## src/rtl/nand2_check_if.sv

```systemverilog
// nand2_check_if: stimulus/response bundle between a NAND test bench driver
// (master) and the nand2_check response monitor (slave).
//   start      : one-cycle request to begin a check run
//   A, B       : stimulus vector {A,B} (A is the MSB)
//   Y          : output of the gate under check
//   busy, done, pass, timeout, mismatch : run status
//   err_cnt    : saturating failing-sample count
//   seen       : coverage bitmap indexed by {A,B}
//   first_fail : {A,B} of the first failing sample
interface nand2_check_if;
    logic       start;
    logic       A;
    logic       B;
    logic       Y;
    logic       busy;
    logic       done;
    logic       pass;
    logic       timeout;
    logic       mismatch;
    logic [2:0] err_cnt;
    logic [3:0] seen;
    logic [1:0] first_fail;

    modport master (
        output start, A, B, Y,
        input  busy, done, pass, timeout, mismatch, err_cnt, seen, first_fail
    );

    modport slave (
        input  start, A, B, Y,
        output busy, done, pass, timeout, mismatch, err_cnt, seen, first_fail
    );
endinterface

```

## src/rtl/nand2_check.sv

```systemverilog
// nand2_check: self-checking response monitor for a 2-input NAND gate.
// Waits for {A,B} to stay stable for SETTLE edges, compares Y against the
// NAND truth table, tracks coverage of the four input vectors and gives a
// pass/fail verdict once all four are seen or the run timer expires.
//   clk : rising-edge clock
//   rst : synchronous active-high reset (returns to IDLE, all outputs 0)
//   bus : nand2_check_if slave modport (start/A/B/Y in, status out)
module nand2_check #(
    parameter int unsigned SETTLE  = 2,
    parameter int unsigned TIMEOUT = 1000
) (
    input  logic         clk,
    input  logic         rst,
    nand2_check_if.slave bus
);

    typedef enum logic [1:0] {
        ST_IDLE   = 2'd0,
        ST_SETTLE = 2'd1,
        ST_HOLD   = 2'd2,
        ST_DONE   = 2'd3
    } state_t;

    localparam logic [7:0]  STAB_LAST = 8'(SETTLE - 1);
    localparam logic [15:0] TMR_LAST  = 16'(TIMEOUT - 1);

    function automatic logic nand_ref(input logic a, input logic b);
        return ~(a & b);
    endfunction

    function automatic logic [2:0] sat_inc3(input logic [2:0] v);
        logic [2:0] r;
        if (v == 3'd7) begin
            r = 3'd7;
        end else begin
            r = v + 3'd1;
        end
        return r;
    endfunction

    state_t      state_r, state_s;
    logic [1:0]  ab_s, prev_ab_r;
    logic [7:0]  stab_r, stab_s;
    logic [15:0] tmr_r, tmr_s;
    logic [2:0]  err_r, err_s;
    logic [3:0]  seen_r, seen_s;
    logic [1:0]  ff_r, ff_s;
    logic        to_r, to_s;
    logic        pass_r, pass_s;
    logic        mis_r, mis_s;
    logic        busy_r, done_r;
    logic        fail_s, sample_s;

    assign ab_s   = {bus.A, bus.B};
    // Case-inequality so that an X or Z on Y is a failure, not a pass.
    assign fail_s = (bus.Y !== nand_ref(bus.A, bus.B));

    // Next-state, sampling and verdict logic
    always_comb begin
        state_s  = state_r;
        stab_s   = stab_r;
        tmr_s    = tmr_r;
        err_s    = err_r;
        seen_s   = seen_r;
        ff_s     = ff_r;
        to_s     = to_r;
        pass_s   = pass_r;
        mis_s    = 1'b0;
        sample_s = 1'b0;
        case (state_r)
            ST_IDLE, ST_DONE: begin
                if (bus.start) begin
                    state_s = ST_SETTLE;
                    stab_s  = 8'd0;
                    tmr_s   = 16'd0;
                    err_s   = 3'd0;
                    seen_s  = 4'd0;
                    ff_s    = 2'd0;
                    to_s    = 1'b0;
                    pass_s  = 1'b0;
                end else begin
                    state_s = state_r;
                end
            end
            ST_SETTLE: begin
                tmr_s = tmr_r + 16'd1;
                if (ab_s != prev_ab_r) begin
                    stab_s  = 8'd0;
                    state_s = ST_SETTLE;
                end else if (stab_r == STAB_LAST) begin
                    sample_s = 1'b1;
                    state_s  = ST_HOLD;
                    seen_s   = seen_r | (4'b0001 << ab_s);
                    if (fail_s) begin
                        mis_s = 1'b1;
                        err_s = sat_inc3(err_r);
                        // err_cnt never returns to 0 within a run, so 0 marks the first miss
                        if (err_r == 3'd0) begin
                            ff_s = ab_s;
                        end else begin
                            ff_s = ff_r;
                        end
                    end else begin
                        err_s = err_r;
                    end
                end else begin
                    stab_s  = stab_r + 8'd1;
                    state_s = ST_SETTLE;
                end
                // A completing sample beats a simultaneous timeout.
                if (sample_s && (seen_s == 4'b1111)) begin
                    state_s = ST_DONE;
                    to_s    = 1'b0;
                    pass_s  = (err_s == 3'd0);
                end else if (tmr_r == TMR_LAST) begin
                    state_s = ST_DONE;
                    to_s    = 1'b1;
                    pass_s  = 1'b0;
                end else begin
                    to_s = to_r;
                end
            end
            ST_HOLD: begin
                tmr_s = tmr_r + 16'd1;
                if (tmr_r == TMR_LAST) begin
                    state_s = ST_DONE;
                    to_s    = 1'b1;
                    pass_s  = 1'b0;
                end else if (ab_s != prev_ab_r) begin
                    stab_s  = 8'd0;
                    state_s = ST_SETTLE;
                end else begin
                    state_s = ST_HOLD;
                end
            end
            default: begin
                state_s = ST_IDLE;
            end
        endcase
    end

    // State and registered status outputs; prev_ab follows {A,B} on every edge
    always_ff @(posedge clk) begin
        prev_ab_r <= ab_s;
        if (rst) begin
            state_r <= ST_IDLE;
            stab_r  <= 8'd0;
            tmr_r   <= 16'd0;
            err_r   <= 3'd0;
            seen_r  <= 4'd0;
            ff_r    <= 2'd0;
            to_r    <= 1'b0;
            pass_r  <= 1'b0;
            mis_r   <= 1'b0;
            busy_r  <= 1'b0;
            done_r  <= 1'b0;
        end else begin
            state_r <= state_s;
            stab_r  <= stab_s;
            tmr_r   <= tmr_s;
            err_r   <= err_s;
            seen_r  <= seen_s;
            ff_r    <= ff_s;
            to_r    <= to_s;
            pass_r  <= pass_s;
            mis_r   <= mis_s;
            busy_r  <= (state_s == ST_SETTLE) || (state_s == ST_HOLD);
            done_r  <= (state_s == ST_DONE);
        end
    end

    assign bus.busy       = busy_r;
    assign bus.done       = done_r;
    assign bus.pass       = pass_r;
    assign bus.timeout    = to_r;
    assign bus.mismatch   = mis_r;
    assign bus.err_cnt    = err_r;
    assign bus.seen       = seen_r;
    assign bus.first_fail = ff_r;

endmodule

```

## src/flat_wrapper.sv

```systemverilog
// flat-port wrapper written by rule: the top's interface ports become plain ports
module nand2_check_flat 
#(
    parameter int unsigned SETTLE  = 2,
    parameter int unsigned TIMEOUT = 1000
)
  (clk, rst, bus_start, bus_A, bus_B, bus_Y, bus_busy, bus_done, bus_pass, bus_timeout, bus_mismatch, bus_err_cnt, bus_seen, bus_first_fail);
  nand2_check_if bus_i ();
  input  logic clk;
  input  logic rst;
  input wire logic [$bits(bus_i.start)-1:0] bus_start;
  input wire logic [$bits(bus_i.A)-1:0] bus_A;
  input wire logic [$bits(bus_i.B)-1:0] bus_B;
  input wire logic [$bits(bus_i.Y)-1:0] bus_Y;
  output wire logic [$bits(bus_i.busy)-1:0] bus_busy;
  output wire logic [$bits(bus_i.done)-1:0] bus_done;
  output wire logic [$bits(bus_i.pass)-1:0] bus_pass;
  output wire logic [$bits(bus_i.timeout)-1:0] bus_timeout;
  output wire logic [$bits(bus_i.mismatch)-1:0] bus_mismatch;
  output wire logic [$bits(bus_i.err_cnt)-1:0] bus_err_cnt;
  output wire logic [$bits(bus_i.seen)-1:0] bus_seen;
  output wire logic [$bits(bus_i.first_fail)-1:0] bus_first_fail;
  assign bus_i.start = bus_start;
  assign bus_i.A = bus_A;
  assign bus_i.B = bus_B;
  assign bus_i.Y = bus_Y;
  assign bus_busy = bus_i.busy;
  assign bus_done = bus_i.done;
  assign bus_pass = bus_i.pass;
  assign bus_timeout = bus_i.timeout;
  assign bus_mismatch = bus_i.mismatch;
  assign bus_err_cnt = bus_i.err_cnt;
  assign bus_seen = bus_i.seen;
  assign bus_first_fail = bus_i.first_fail;
  nand2_check #(.SETTLE(SETTLE), .TIMEOUT(TIMEOUT)) u_core (.clk(clk), .rst(rst), .bus(bus_i));
endmodule
```

## config.mk

```make
export PLATFORM = sky130hd
export DESIGN_NAME = nand2_check_flat
export DESIGN_NICKNAME = d
export VERILOG_FILES = /design/src/rtl/nand2_check_if.sv /design/src/rtl/nand2_check.sv /design/src/flat_wrapper.sv
export SDC_FILE = /design/constraint.sdc
export NUM_CORES = 1
export LEC_CHECK = 0
export BUFFER_PORTS_ARGS = -buffer_cell sky130_fd_sc_hd__buf_4
export CAP_MARGIN = 20
export CORE_MARGIN = 3
export CORE_UTILIZATION = 30
export CTS_BUF_LIST = sky130_fd_sc_hd__clkbuf_16
export DETAILED_ROUTE_END_ITERATION = 16
export GPL_ROUTABILITY_DRIVEN = 0
export PLACE_DENSITY = 0.5
export SLEW_MARGIN = 20
export SYNTH_ARGS = -nofsm -noshare
export SYNTH_HDL_FRONTEND = slang
export SYNTH_SLANG_ARGS = --single-unit
```

## constraint.sdc

```tcl
create_clock -name clk -period 2.5 [get_ports clk]
set_input_delay 0.25 -clock clk [delete_from_list [all_inputs] [get_ports clk]]
set_output_delay 0.25 -clock clk [all_outputs]
set_load 0.005 [all_outputs]
```

==> impl_results.md <==
* Status: finished clean
* Crit path launch type: register
* Initial Util at 0.3135
* Final-stage net count at 303
* Hold WS at 0.1553 ns
* Avg Cell Area, Syn at 8.481 um^2
* GRT met2 Usage at 0.1942
* Post-synthesis async set-or-reset flop share at 0
* Hold Path Depth at 1
* Die H at 93.53 um
* Layout cell share with drive strength beyond 1 at 0.1632
* Die area at 8748 um^2
* Most used DFF post-synth: dfxtp_1
* DR WL/cell at 13.47 um
* Iteration-0 DRC Markers at 107
* Endpoints failing hold at 0
* DRC viols at 0
* Highest clock rate at 0.4766 GHz
* Buf/Inv on CP at 2
* CTS tree: done
* Routed vias at 2015
* WP data required at 2.71 ns
* Unique cell type count in the Yosys netlist at 54
* Tot GR Track Use at 0.1301
* Clock skew at 0.004202 ns
* Signal arrival time at the worst endpoint at 2.31 ns
* Static Leak at 0.9478 nW
* Mapped Cells at 271
* Worst hold path type: input pin to register
* PwrDens at 555.5 nW/um^2
* Clk sink count at 42
* Leading area contributor after synthesis: dfxtp_1
* Post-route setup TNS at 0 ns
* CP Cell Sequence: inv_1, ha_1, buf_4, nor2b_1, nand3_1, or4_1, a21oi_1
* Mapped Nets at 285
* Final ANT Viol Nets at 0
* GR Util met1 at 0.1817
* Grt peak-use layer: met2
* Final-report setup violation count at 0
* Family with the most delay on the worst path: simple AND/OR/NAND/NOR gates
* Hold_buf cts at 0
* Grt ovf at 0
* Max-Cap Viols at 0
* Cell Area, Synth at 2298 um^2
* Initial antenna violation count at 0
* Die X at 93.53 um
* IO Count at 20
* Rel. slew slack at 0.6759
* Post-route minimum period at 2.098 ns
* Worst reg2reg setup slack at 0.40 ns
* Via-to-Cell Ratio at 5.207
* Final Max Tran Viols at 0
* Ranking of synthesized cells by area: dfxtp_1 (37%), nor2_1 (5.2%), ha_1 (4.4%)
* Clk root buf: clkbuf_16
* Vias in the first global route at 1917
* # diodes at 0
* H-tree depth at 2
* RSZ-0062 raised after global routing: false
* Core box area at 7331 um^2
* Global-route wire length before repair at 9032 um
* Synth warnings at 0
* DP Wirelength at 3676 um
* Reg2Reg Depth at 7
* Num CTS Buffers at 5
* Capturing element type of the critical path: register
* Crit share post-route at 0.8393
* Clock Latency Late Sink at 0.28 ns
* Site Rows at 31
* Max Buffers Root-to-Sink at 2
* Least-Margin Pin Slew at 0.4825 ns
* First-pass DRT Iterations at 5
* CP max-delay cell: or4_1
* Min-delay src: bus_A
* Worst-path fanout max at 11
* Peak per-stage delay on the critical path at 0.48 ns
* Post-CTS resize count at 0
* CTS clk-pin slew, worst paths at 0.06 ns
* Setup bufs post-CTS at 0
* Worst Hold Path EP: u_core.prev_ab_r[1]
* Synth-to-Final Area Change at 15.24%
* Crit Reg-Reg Startpoint: u_core.state_r[0]
* VDD IR max at 221.8 uV
* Post-synth top area share at 0.3658
* Post-synthesis sequential area ratio at 0.3658
* Maximum number of pins on one net before global-route repair at 37
* Seq cells post-synth at 42
* Routed wire length at 5214 um
* Met3 Usage GRT at 0.03862
* Number of port buffers at 19
* Worst r2r dst: u_core.tmr_r[14]
* Critical path class: register to register
* EDFF count, synth at 0
-- state kept, by name, indices dropped and copies added (netlist names), 2 cells and up --
signal / cells
u_core.bus.err_cnt: 3
u_core.bus.first_fail: 2
u_core.bus.seen: 4
u_core.prev_ab_r: 2
u_core.stab_r: 8
u_core.state_r: 2
u_core.tmr_r: 16
-- stage by stage --
stage / instances / instance area (um^2) / power (mW) / setup WS, ns / utilization
after CTS: 387 / 2649 / 1.496 / 0.4033 / 0.3613
after global routing: 387 / 2649 / 1.547 / 0.1904 / 0.3613
after detailed placement: 381 / 2520 / 0.8778 / 0.4085 / 0.3437
final: 387 / 2649 / 1.472 / 0.4018 / 0.3613
after global placement: 381 / 2520 / 0.8794 / 0.4262 / 0.3437
after floorplan: 271 / 2298 / 0.8283 / 0.5772 / -
-- worst reg2reg max path, cell delays in order, from the launching register on --
cell     delay (ns)
dfxtp_1        0.35
inv_1          0.06
ha_1           0.33
buf_4          0.19
nor2b_1        0.17
nand3_1        0.29
or4_1          0.48
a21oi_1        0.16
-- cell usage in the layout, fill, tap and decap left out, types with 8 or more instances in the layout --
cell      Yosys  routed
dfxtp_1      42      42
nand3_1      14      14
o21ai_0      11      11
inv_1        12      12
ha_1          8       8
nand2_1      19      19
a21oi_1      17      17
nor2_1       32      32
nand2b_1      8       8
buf_4         1      24
-- area by class of cell --
class / instances / area, um^2
timing repair buffer: 24 / 180.2
multi-input combinational: 204 / 1330
clock inverter: 1 / 3.754
inverter: 12 / 45.04
fill: 768 / 4682
tap: 99 / 123.9
sequential: 42 / 840.8
clock buffer: 5 / 125.1
-- logic make-up (layout without fill, tap and decap cells) --
group	after synthesis	after routing	synth area share
fa+ha+maj	8	8	0.04355
flops	42	42	0.3658
mux	9	9	0.04192
simple gates	122	122	0.2967
xor+xnor	3	3	0.01796
compound gates	62	62	0.1786
buf+inv	25	42	0.05552
-- synth_stat cells (2+ instances only) --
master and n:
buf_6 4, nand2b_1 8, a41oi_1 3, or2_2 4, nand2_1 19, mux2_2 5, mux2i_1 4, a211oi_1 3
clkbuf_1 8, xor2_2 2, and4_1 2, nand3_1 14, nand4b_1 4, nand4_1 4, o211ai_1 3, nor2b_1 4
or3_1 3, a31oi_1 7, nor2_1 32, nand3b_1 2, a311oi_1 5, nor3_1 7, ha_1 8, nor3b_1 2
and3_1 6, dfxtp_1 42, a21oi_1 17, inv_1 12, o21ai_0 11, a22oi_1 2
-- per-layer routing --
metal  part of all wire  vias up
li1                   -     1021
met1               0.52      963
met2               0.43       25
met3              0.036        6
met4              0.011        0
met5                  0        -
-- how the worst max path moves through the flow --
stage                                 start          endpoint  slack (ns)  depth (start not counted)
after global placement    u_core.state_r[0]  u_core.stab_r[7]        0.43                          7
after global routing        u_core.tmr_r[5]   u_core.bus.busy        0.19                          7
after detailed placement   u_core.stab_r[0]  u_core.stab_r[4]        0.41                          6
after CTS                  u_core.stab_r[0]  u_core.stab_r[4]        0.40                          6
after floorplan           u_core.state_r[0]   u_core.bus.busy        0.58                          8
final                     u_core.state_r[0]  u_core.tmr_r[14]        0.40                          7
-- report_power, final --
part | total [mW] | internal [mW] | leakage [nW] | switching [mW]
sequential | 0.688 | 0.680 | 0.340 | 0.00826
clock | 0.609 | 0.355 | 0.0632 | 0.254
combinational | 0.174 | 0.0617 | 0.545 | 0.112
total | 1.47 | 1.10 | 0.948 | 0.374
(Power assumes the default switching activity.)
